--- src/rtl/lsu_arbiter_ipa_if.sv ---
// Memory-side request/grant/response bus between the LSU arbiter and the cluster data memory port.
interface lsu_arbiter_ipa_if #(
  parameter int unsigned AWIDTH = 32,
  parameter int unsigned DWIDTH = 32
);
  logic                  req;
  logic                  wen;
  logic [AWIDTH-1:0]     addr;
  logic [DWIDTH-1:0]     wdata;
  logic [DWIDTH/8-1:0]   be;
  logic                  gnt;
  logic                  rvalid;
  logic [DWIDTH-1:0]     rdata;

  modport master (
    output req, wen, addr, wdata, be,
    input  gnt, rvalid, rdata
  );

  modport slave (
    input  req, wen, addr, wdata, be,
    output gnt, rvalid, rdata
  );
endinterface

--- src/rtl/lsu_arbiter_ipa.sv ---
// Round-robin load/store arbiter: many CGRA tiles onto one OBI-style memory master port, with an
// in-order outstanding-ID FIFO that routes load responses back to the requesting tile.
module lsu_arbiter_ipa #(
  parameter int unsigned NB_TILES        = 16,
  parameter int unsigned AWIDTH          = 32,
  parameter int unsigned DWIDTH          = 32,
  parameter int unsigned MAX_OUTSTANDING = 2
) (
  input  logic                         Clk,
  input  logic                         Reset,
  input  logic [NB_TILES-1:0]          Tile_Req_I,
  input  logic [NB_TILES-1:0]          Tile_Wen_I,
  input  logic [NB_TILES*AWIDTH-1:0]   Tile_Addr_I,
  input  logic [NB_TILES*DWIDTH-1:0]   Tile_Wdata_I,
  output logic [NB_TILES-1:0]          Tile_Grant_O,
  output logic [NB_TILES-1:0]          Tile_Rvalid_O,
  output logic [DWIDTH-1:0]            Tile_Rdata_O,
  lsu_arbiter_ipa_if.master            mem_io,
  output logic                         Protocol_Err_O
);

  localparam int unsigned IDW  = (NB_TILES > 1) ? $clog2(NB_TILES) : 1;
  localparam int unsigned PTRW = (MAX_OUTSTANDING > 1) ? $clog2(MAX_OUTSTANDING) : 1;
  localparam int unsigned CNTW = $clog2(MAX_OUTSTANDING + 1);
  localparam logic [IDW:0]    NbTilesW = (IDW + 1)'(NB_TILES);
  localparam logic [IDW-1:0]  LastId   = IDW'(NB_TILES - 1);
  localparam logic [PTRW-1:0] LastPtr  = PTRW'(MAX_OUTSTANDING - 1);
  localparam logic [CNTW-1:0] MaxCnt   = CNTW'(MAX_OUTSTANDING);

  typedef struct packed {
    logic [IDW-1:0] id;
    logic           wen;
  } fifo_entry_t;

  logic [NB_TILES-1:0] busy_q, busy_d, eligible;
  logic [IDW-1:0]      rr_q, rr_d, win_id;
  logic [IDW:0]        scan;
  logic                win_found;

  logic                slot_valid_q, slot_valid_d;
  logic                slot_wen_q, slot_wen_d;
  logic [IDW-1:0]      slot_id_q, slot_id_d;
  logic [AWIDTH-1:0]   slot_addr_q, slot_addr_d;
  logic [DWIDTH-1:0]   slot_wdata_q, slot_wdata_d;

  fifo_entry_t         fifo_mem_q [MAX_OUTSTANDING];
  fifo_entry_t         head;
  logic [PTRW-1:0]     wr_ptr_q, rd_ptr_q;
  logic [CNTW-1:0]     cnt_q, cnt_d;

  logic                mem_req, accept, pop, load_slot;
  logic [NB_TILES-1:0] grant_q, grant_d, rvalid_q, rvalid_d;
  logic [DWIDTH-1:0]   rdata_q, rdata_d;
  logic                err_q, err_d;

  function automatic logic [PTRW-1:0] ptr_inc(input logic [PTRW-1:0] p);
    return (p == LastPtr) ? '0 : p + PTRW'(1);
  endfunction

  // First eligible tile scanning upward from rr_q, wrapping at NB_TILES.
  always_comb begin
    eligible  = Tile_Req_I & ~busy_q;
    win_found = 1'b0;
    win_id    = '0;
    scan      = '0;
    for (int k = 0; k < NB_TILES; k++) begin
      scan = {1'b0, rr_q} + k[IDW:0];
      if (scan >= NbTilesW) scan = scan - NbTilesW;
      if (!win_found && eligible[scan[IDW-1:0]]) begin
        win_found = 1'b1;
        win_id    = scan[IDW-1:0];
      end
    end
  end

  assign mem_req   = slot_valid_q && (cnt_q < MaxCnt);
  assign accept    = mem_req && mem_io.gnt;
  assign pop       = mem_io.rvalid && (cnt_q != '0);
  assign load_slot = !slot_valid_q || accept;
  assign head      = fifo_mem_q[rd_ptr_q];

  always_comb begin
    busy_d       = busy_q & Tile_Req_I;
    rr_d         = rr_q;
    slot_valid_d = slot_valid_q;
    slot_wen_d   = slot_wen_q;
    slot_id_d    = slot_id_q;
    slot_addr_d  = slot_addr_q;
    slot_wdata_d = slot_wdata_q;
    if (load_slot) begin
      slot_valid_d = win_found;
      if (win_found) begin
        busy_d[win_id] = 1'b1;
        rr_d           = (win_id == LastId) ? '0 : win_id + IDW'(1);
        slot_wen_d     = Tile_Wen_I[win_id];
        slot_id_d      = win_id;
        slot_addr_d    = Tile_Addr_I[AWIDTH*int'(win_id) +: AWIDTH];
        slot_wdata_d   = Tile_Wdata_I[DWIDTH*int'(win_id) +: DWIDTH];
      end
    end
  end

  always_comb begin
    cnt_d = cnt_q;
    unique case ({accept, pop})
      2'b10:   cnt_d = cnt_q + CNTW'(1);
      2'b01:   cnt_d = cnt_q - CNTW'(1);
      default: cnt_d = cnt_q;
    endcase

    grant_d = '0;
    if (accept) grant_d[slot_id_q] = 1'b1;

    rvalid_d = '0;
    rdata_d  = rdata_q;
    if (pop && !head.wen) begin
      rvalid_d[head.id] = 1'b1;
      rdata_d           = mem_io.rdata;
    end

    // A response with nothing outstanding is dropped but remembered.
    err_d = err_q | (mem_io.rvalid && (cnt_q == '0));
  end

  always_ff @(posedge Clk or negedge Reset) begin
    if (!Reset) begin
      busy_q       <= '0;
      rr_q         <= '0;
      slot_valid_q <= 1'b0;
      slot_wen_q   <= 1'b0;
      slot_id_q    <= '0;
      slot_addr_q  <= '0;
      slot_wdata_q <= '0;
      wr_ptr_q     <= '0;
      rd_ptr_q     <= '0;
      cnt_q        <= '0;
      grant_q      <= '0;
      rvalid_q     <= '0;
      rdata_q      <= '0;
      err_q        <= 1'b0;
      for (int i = 0; i < MAX_OUTSTANDING; i++) fifo_mem_q[i] <= '0;
    end else begin
      busy_q       <= busy_d;
      rr_q         <= rr_d;
      slot_valid_q <= slot_valid_d;
      slot_wen_q   <= slot_wen_d;
      slot_id_q    <= slot_id_d;
      slot_addr_q  <= slot_addr_d;
      slot_wdata_q <= slot_wdata_d;
      cnt_q        <= cnt_d;
      grant_q      <= grant_d;
      rvalid_q     <= rvalid_d;
      rdata_q      <= rdata_d;
      err_q        <= err_d;
      if (accept) begin
        fifo_mem_q[wr_ptr_q] <= {slot_id_q, slot_wen_q};
        wr_ptr_q             <= ptr_inc(wr_ptr_q);
      end
      if (pop) rd_ptr_q <= ptr_inc(rd_ptr_q);
    end
  end

  assign mem_io.req     = mem_req;
  assign mem_io.wen     = slot_wen_q;
  assign mem_io.addr    = slot_addr_q;
  assign mem_io.wdata   = slot_wdata_q;
  assign mem_io.be      = '1;
  assign Tile_Grant_O   = grant_q;
  assign Tile_Rvalid_O  = rvalid_q;
  assign Tile_Rdata_O   = rdata_q;
  assign Protocol_Err_O = err_q;

endmodule

--- src/flat_wrapper.sv ---
// flat-port wrapper written by rule: the top's interface ports become plain ports
module lsu_arbiter_ipa_flat 
#(
  parameter int unsigned NB_TILES        = 16,
  parameter int unsigned AWIDTH          = 32,
  parameter int unsigned DWIDTH          = 32,
  parameter int unsigned MAX_OUTSTANDING = 2
)
  (Clk, Reset, Tile_Req_I, Tile_Wen_I, Tile_Addr_I, Tile_Wdata_I, Tile_Grant_O, Tile_Rvalid_O, Tile_Rdata_O, Protocol_Err_O, mem_io_req, mem_io_wen, mem_io_addr, mem_io_wdata, mem_io_be, mem_io_gnt, mem_io_rvalid, mem_io_rdata);
  lsu_arbiter_ipa_if #(.AWIDTH(AWIDTH), .DWIDTH(DWIDTH)) mem_io_i ();
  input  logic Clk;
  input  logic Reset;
  input  logic [NB_TILES-1:0] Tile_Req_I;
  input  logic [NB_TILES-1:0] Tile_Wen_I;
  input  logic [NB_TILES*AWIDTH-1:0] Tile_Addr_I;
  input  logic [NB_TILES*DWIDTH-1:0] Tile_Wdata_I;
  output logic [NB_TILES-1:0] Tile_Grant_O;
  output logic [NB_TILES-1:0] Tile_Rvalid_O;
  output logic [DWIDTH-1:0] Tile_Rdata_O;
  output logic Protocol_Err_O;
  output wire logic [$bits(mem_io_i.req)-1:0] mem_io_req;
  output wire logic [$bits(mem_io_i.wen)-1:0] mem_io_wen;
  output wire logic [$bits(mem_io_i.addr)-1:0] mem_io_addr;
  output wire logic [$bits(mem_io_i.wdata)-1:0] mem_io_wdata;
  output wire logic [$bits(mem_io_i.be)-1:0] mem_io_be;
  input wire logic [$bits(mem_io_i.gnt)-1:0] mem_io_gnt;
  input wire logic [$bits(mem_io_i.rvalid)-1:0] mem_io_rvalid;
  input wire logic [$bits(mem_io_i.rdata)-1:0] mem_io_rdata;
  assign mem_io_req = mem_io_i.req;
  assign mem_io_wen = mem_io_i.wen;
  assign mem_io_addr = mem_io_i.addr;
  assign mem_io_wdata = mem_io_i.wdata;
  assign mem_io_be = mem_io_i.be;
  assign mem_io_i.gnt = mem_io_gnt;
  assign mem_io_i.rvalid = mem_io_rvalid;
  assign mem_io_i.rdata = mem_io_rdata;
  lsu_arbiter_ipa #(.NB_TILES(NB_TILES), .AWIDTH(AWIDTH), .DWIDTH(DWIDTH), .MAX_OUTSTANDING(MAX_OUTSTANDING)) u_core (.Clk(Clk), .Reset(Reset), .Tile_Req_I(Tile_Req_I), .Tile_Wen_I(Tile_Wen_I), .Tile_Addr_I(Tile_Addr_I), .Tile_Wdata_I(Tile_Wdata_I), .Tile_Grant_O(Tile_Grant_O), .Tile_Rvalid_O(Tile_Rvalid_O), .Tile_Rdata_O(Tile_Rdata_O), .mem_io(mem_io_i), .Protocol_Err_O(Protocol_Err_O));
endmodule
--- config.mk ---
export PLATFORM = sky130hd
export DESIGN_NAME = lsu_arbiter_ipa_flat
export DESIGN_NICKNAME = d
export VERILOG_FILES = /design/src/rtl/lsu_arbiter_ipa_if.sv /design/src/rtl/lsu_arbiter_ipa.sv /design/src/flat_wrapper.sv
export SDC_FILE = /design/constraint.sdc
export NUM_CORES = 1
export LEC_CHECK = 0
export CAP_MARGIN = 20
export CORE_AREA = 2 2 478 480
export CTS_CLUSTER_SIZE = 30
export DETAILED_ROUTE_END_ITERATION = 6
export DIE_AREA = 0 0 480 482
export PLACE_DENSITY_LB_ADDON = 0.2
export SLEW_MARGIN = 10
export SYNTH_ARGS = -nofsm -noshare
export SYNTH_HDL_FRONTEND = slang
export SYNTH_SLANG_ARGS = --single-unit
--- constraint.sdc ---
create_clock -name Clk -period 6.15 [get_ports Clk]
set_clock_uncertainty 0.1 [all_clocks]
set_input_delay 0.9225 -clock Clk [delete_from_list [all_inputs] [get_ports Clk]]
set_output_delay 0.9225 -clock Clk [all_outputs]
set_load 0.02 [all_outputs]
=== After elaboration in Yosys (flattened, before gate mapping) ===
Index checks and enable logic that the tools add are counted.

* Add/sub/neg operators: 36
* Order comparisons: 42
* Eq/ne operators: 3
* Shift-type cells: 2
* Muxes and demuxes: 102
* Bitwise operators: 7
* Reductions and logical operators: 46

{| class="wikitable"
|+ Operator list
! cell !! count
|-
| $shiftx A512 B10 Y32 || 2
|-
| $mux W4 || 33
|-
| $lt A4 B5 Y1 const B || 19
|-
| $ge A5 B5 Y1 const B || 15
|-
| $bmux W1 S4 || 17
|-
| $mux W16 || 4
|-
| $sub A4 B1 Y4 const B || 16
|-
| $add A4 B4 Y5 const B || 8
|-
| $mux W1 || 38
|-
| $and A16 B16 Y16 || 2
|-
| $logic_and A1 B1 Y1 || 24
|-
| $add A4 B3 Y5 const B || 4
|-
| $mux W5 || 4
|-
| $logic_not A1 Y1 || 17
|-
| $not A16 Y16 || 1
|-
| $or A16 B16 Y16 || 1
|-
| $demux W1 S4 || 3
|-
| $ge A4 B1 Y1 const B || 3
|-
| $add A4 B2 Y5 const B || 2
|-
| $bwmux W10 || 1
|-
| $add A4 B1 Y5 const B || 1
|-
| $demux W5 S1 || 1
|-
| $ge A4 B5 Y1 const B || 1
|-
| $add A4 B1 Y4 const B || 1
|-
| 16 further kinds || 20
|}

* Register bits: 169
* Input bits: 1,092
* Output and inout bits: 135
* Word-level logic and storage cells: 256

=== Logic depth before layout (Yosys ltp) ===
* Depth after elaboration: 57
* Gate-level depth with buffers: 26
* Mapped depth without buffers: 16

=== Least setup slack after synthesis ===
Ideal clock, no wire load.

* Path type: register to register
* Start: register u_core.rr_q[0]
* End: register u_core.slot_addr_q[12] (netlist: u_core.mem_io.addr[12])
* Library setup time: 0.139 ns
* Arrival time: 5.573 ns
* Data required time: 5.911 ns
* Path slack: 0.338 ns
* Cell stages (with the launch flop): 25
* Buffers on the path: 10
* Clock period less this slack: 5.812 ns
* Cells stage by stage: dfrtp_1 > buf_6 > buf_6 > inv_2 > buf_2 > clkbuf_1 > clkbuf_1 > clkbuf_1 > ha_1 > clkbuf_1 > a2111oi_0 > o41ai_1 > o2bb2ai_1 > nor4b_4 > nand3_2 > nor2_2 > a21oi_1 > nand2_1 > buf_2 > buf_2 > buf_2 > mux2i_1 > o22ai_1 > a2111oi_0 > a21oi_1

* Cells in the longest elaborated chain, start to end: 51
* Elaborated cells on any way between the ends: 159
* Those cells by class: add/sub (31); order compare (16); shift (1); mux (80); reduce/logical (31)

{| class="wikitable"
|+ RTL lines
! what !! line !! RTL
|-
| start: declaration || lsu_arbiter_ipa.sv:36 || <nowiki>logic [IDW-1:0] rr_q, rr_d, win_id;</nowiki>
|-
| start signal: assignment || lsu_arbiter_ipa.sv:144 || <nowiki>rr_q <= rr_d;</nowiki>
|-
| parallel branches: the longest is 51 deep, another holds $add A4 B1 Y5 || - ||
|-
| end signal: assignment || lsu_arbiter_ipa.sv:148 || <nowiki>slot_addr_q <= slot_addr_d;</nowiki>
|-
| end: declaration || lsu_arbiter_ipa.sv:43 || <nowiki>logic [AWIDTH-1:0] slot_addr_q, slot_addr_d;</nowiki>
|}

Parallel ways; which one is timed is not known. The select of a mux whose other input is x is not followed.
A chain may end at the register's enable or synchronous reset.

=== Final worst setup path ===
* Start: input port Tile_Req_I[2]
* End: register u_core.slot_addr_q[18] (netlist: u_core.mem_io.addr[18])

* Cells in the longest elaborated chain, start to end: 50
* Elaborated cells on any way between the ends: 97
* Those cells by class: shift (1); mux (64); bitwise (1); reduce/logical (31)

{| class="wikitable"
|+ RTL lines
! what !! line !! RTL
|-
| start: declaration || flat_wrapper.sv:13 || <nowiki>input logic [NB_TILES-1:0] Tile_Req_I;</nowiki>
|-
| $and A16 B16 Y16 * || lsu_arbiter_ipa.sv:62 || <nowiki>eligible = Tile_Req_I & ~busy_q;</nowiki>
|-
| $bmux W1 S4 || lsu_arbiter_ipa.sv:69 || <nowiki>if (!win_found && eligible[scan[IDW-1:0]]) begin</nowiki>
|-
| $mux W1 (implied by the code) || lsu_arbiter_ipa.sv:69 ||
|-
| $mux W1 || lsu_arbiter_ipa.sv:69 ||
|-
| $logic_not A1 Y1 || lsu_arbiter_ipa.sv:69 ||
|-
| $logic_and A1 B1 Y1 || lsu_arbiter_ipa.sv:69 ||
|-
| $mux W1 || lsu_arbiter_ipa.sv:69 ||
|-
| $logic_not A1 Y1 || lsu_arbiter_ipa.sv:69 ||
|-
| [34 not listed] || - ||
|-
| $mux W1 || lsu_arbiter_ipa.sv:69 ||
|-
| $logic_not A1 Y1 || lsu_arbiter_ipa.sv:69 ||
|-
| $logic_and A1 B1 Y1 || lsu_arbiter_ipa.sv:69 ||
|-
| $mux W1 || lsu_arbiter_ipa.sv:69 ||
|-
| $logic_not A1 Y1 || lsu_arbiter_ipa.sv:69 ||
|-
| $logic_and A1 B1 Y1 || lsu_arbiter_ipa.sv:69 ||
|-
| $mux W4 or $mux W1 (tied branches) || lsu_arbiter_ipa.sv:69 ||
|-
| $shiftx A512 B10 Y32 or $reduce_and A2 Y1 (tied branches) || - ||
|}

Every way passes the cells marked *; elsewhere a longest branch is shown, timed or not. The select of a mux whose other input is x is not followed.

==> results_dict.tcl <==
set metrics [dict create \
    antenna_found_initial 79 \
    drt-vias-per-instance 4.73 \
    placed_cells_incl_taps 7752 \
    postCtsSetupRepairBufs 0 \
    ys.flop_type "dfrtp_1" \
    average_detailed_routed_wire_length_per_instance_um 31.2 \
    final_cell_area_um2 45600 \
    dpl.hpwl_um 202000 \
    ys_ff_latch 169 \
    worstSetupStartpointType "primary input" \
    grt_max_degree 130 \
    floorplan.io_pins 1227 \
    post_synthesis_share_of_cell_area_spent_on_and_or_nand_and_nor_gates_pct 21.0 \
    met2WireLength_um 114000 \
    met3_wirelength_um 15900 \
    postSynth.asyncResetShare_pct 100 \
    worst-r2r-setup-slack_ns 0.18 \
    place.gp.congestion 0.889 \
    status "finished with violations" \
    die_extent_in_x_um 480 \
    cts_tree "done" \
    cts.sinks 169 \
    clk_root_buffer_cell "clkbuf_16" \
    placeableCoreArea_um2 226000 \
    first_global_vias 36000 \
    synth_commonest_cells "a221oi_1 (641), nand2_1 (442), nor2_1 (436)" \
    dr.first_iter.drc_count 3237 \
    regArea_um2 4230 \
    synth_adder_area_share_pct 0.456 \
    max_slew_violation_count 0 \
    drcViolationCount 8 \
    area_taken_by_multi_input_logic_gates_um2 18900 \
    drt.antenna.violating_nets 0 \
    worstMarginPinSlew_ns 1.38 \
    portBuffers 1222 \
    yosysWarnings 0 \
    crit_path_end "u_core.mem_io.addr[18]" \
    path_clk_slew_ns 0.11 \
    cts_hold_buf 0 \
    layout.cells.non_filler 7811 \
    synth.top_cells.by_area "a221oi_1 (23%), dfrtp_1 (17%), nand2_1 (6.7%)" \
    timing.critical_path.from "Tile_Req_I[2]" \
    dr_vias 37000 \
    synth.cell_area_um2 24700 \
    netlist-cell-type-count 83 \
    detail_route.first_pass.iterations 7 \
    mux_contribution_to_synthesized_area_pct 8.08 \
    setup_viol 0 \
    layout-drive-gt1-share_pct 16.8 \
    synth-edff-count 0 \
    top_layer_used "met5" \
    p_r_area_growth_vs_syn_pct 84.8 \
    worst-endpoint-required_ns 6.48 \
    final-hold-violation-count 0 \
    worst-path-max-fanout 28 \
    synth_seq_area_share_pct 17.1 \
    worst_skew_pair.late_latency_ns 0.56 \
    worst-endpoint-arrival_ns 6.32 \
    combinational_family_with_the_most_area_after_synthesis "compound AO/OA/AOI/OAI gates" \
    initial_utilization_pct 10.9 \
    syn-instance-count 3362 \
    r2r.worst_path.cells 18 \
    violations "DRC" \
    drt-total-wl_um 244000 \
    final.period_utilization_pct 97.3 \
    nFillCells 25400 \
    die_y_um 482 \
    grt_setup_unrepaired "no" \
    r2r-end "u_core.mem_io.addr[24]" \
    crit_type "primary input to register" \
    min-delay-path-class "primary input to asynchronous set/reset pin" \
    floorplan.die_area_um2 231000 \
    clk_path_buf_depth 2 \
    globalRoute.totalOverflow 0 \
    cts-htree-levels 4 \
    grt_use_total_pct 20.0 \
    timing.max_slew.rel_slack_pct 7.21 \
    timing.fmax_mhz 167 \
    placed_instance_area_um2 44800 \
    compound_gate_portion_of_the_synthesized_area_pct 44.7 \
    syn_area_per_cell_um2 7.34 \
    final_period_minus_worst_setup_slack_ns 5.98 \
    global_route_wire_length_before_repair_um 321000 \
    core.rowCount 175 \
    synthDominantCellAreaShare_pct 22.8 \
    yosys.area.top_type "a221oi_1" \
    synthMostInstantiatedCell "a221oi_1" \
    cts_buffer_count 17 \
    post_layout_net_count 5863 \
    cap_viol_max_count 0 \
    critPathCaptureType "register" \
    r2r-start "u_core.rr_q[0]" \
    synth_xor_xnor_area_share_pct 0.771 \
    met1Wirelength_um 110000 \
]
-- per-stage QoR --
step,utilization (%),hold slack (ns),setup WS [ns],setup TNS [ns]
floorplan,-,0.360,0.338,0
global placement,19.7,0.343,-1.23,-27.36
detailed placement,19.8,0.362,-0.697,-17.86
CTS,20.1,0.270,0.0139,0
global route,20.1,0.293,0.00119,0
finish,20.1,0.284,0.169,0
-- how the worst min path moves through the flow --
stage	start	endpoint	slack [ns]
floorplan	u_core.busy_q[4]	u_core.busy_q[4]	0.36
global placement	u_core.Protocol_Err_O	u_core.Protocol_Err_O	0.34
detailed placement	u_core.Protocol_Err_O	u_core.Protocol_Err_O	0.36
CTS	Reset	u_core.mem_io.addr[30]	0.27
global route	Reset	u_core.mem_io.addr[6]	0.29
finish	Reset	u_core.mem_io.addr[6]	0.28
-- worst max-delay path, stage by stage --
cell and delay, ns:
clkdlybuf4s50_1 0.59, nor2b_1 0.41, a2111oi_1 0.18, o41ai_1 0.55
buf_4 0.21, o2bb2ai_1 0.19, nor4b_4 0.08, buf_4 0.16
buf_4 0.15, and2_1 0.18, a311o_2 0.39, nand2b_4 0.19
buf_4 0.23, and3_1 0.27, a211oi_1 1.10, a311oi_1 0.16
nor2_1 0.18, a31oi_1 0.10
-- what timing repair did --
item                                    CTS  global route
pin swaps                                 0             1
endpoints found under the hold margin     0             0
resized for setup                         7            27
endpoints found under the setup margin   24            34
-- layout by cell type (no fill, tap or decap), types with 83 or more instances in the layout --
master           count
clkdlybuf4s50_1   1221
a221oi_1           634
buf_4              496
nand2_1            439
nor2_1             433
a211oi_1           188
dfrtp_1            167
and3_1             124
a311oi_1            97
buf_12              96
a21oi_1             83
-- sequential cells by signal (all words and copies together), names as in the netlist --
| signal | cells |
|---|---|
| u_core.rr_q | 4 |
| u_core.fifo_mem_q | 10 |
| u_core.slot_valid_q | 1 |
| u_core.slot_id_q | 4 |
| u_core.cnt_q | 2 |
| u_core.Tile_Rvalid_O | 16 |
| u_core.Protocol_Err_O | 1 |
| u_core.mem_io.wdata | 32 |
| u_core.mem_io.wen | 1 |
| u_core.Tile_Grant_O | 16 |
| u_core.wr_ptr_q | 1 |
| u_core.busy_q | 16 |
| u_core.mem_io.addr | 32 |
| u_core.Tile_Rdata_O | 32 |
| u_core.rd_ptr_q | 1 |
-- metal layers --
layer	track usage [%]	vias up
li1	-	16500
met1	27.1	18500
met2	33.3	1729
met3	3.84	195
met4	3.11	40
met5	0	-
-- cell families after synthesis --
logic type      count (synthesis)
compound gates               1381
other cells                     1
flops                         169
buf+inv                       452
mux                           157
xor+xnor                       20
simple gates                 1173
fa+ha+maj                       9
-- final cells by class --
type / instances / area share [%]
flip-flops and latches: 169 / 9.28
repair buffers: 1815 / 39.2
multi-input cells: 2744 / 41.5
clock buffers: 17 / 0.933
inverters: 15 / 0.167
clock inverters: 15 / 0.458
diodes: 27 / 0.148
well taps: 3009 / 8.25
Power is left out: the tool's default activity adds up to more than one toggle a clock period on the data nets, which glitch-free logic cannot reach.
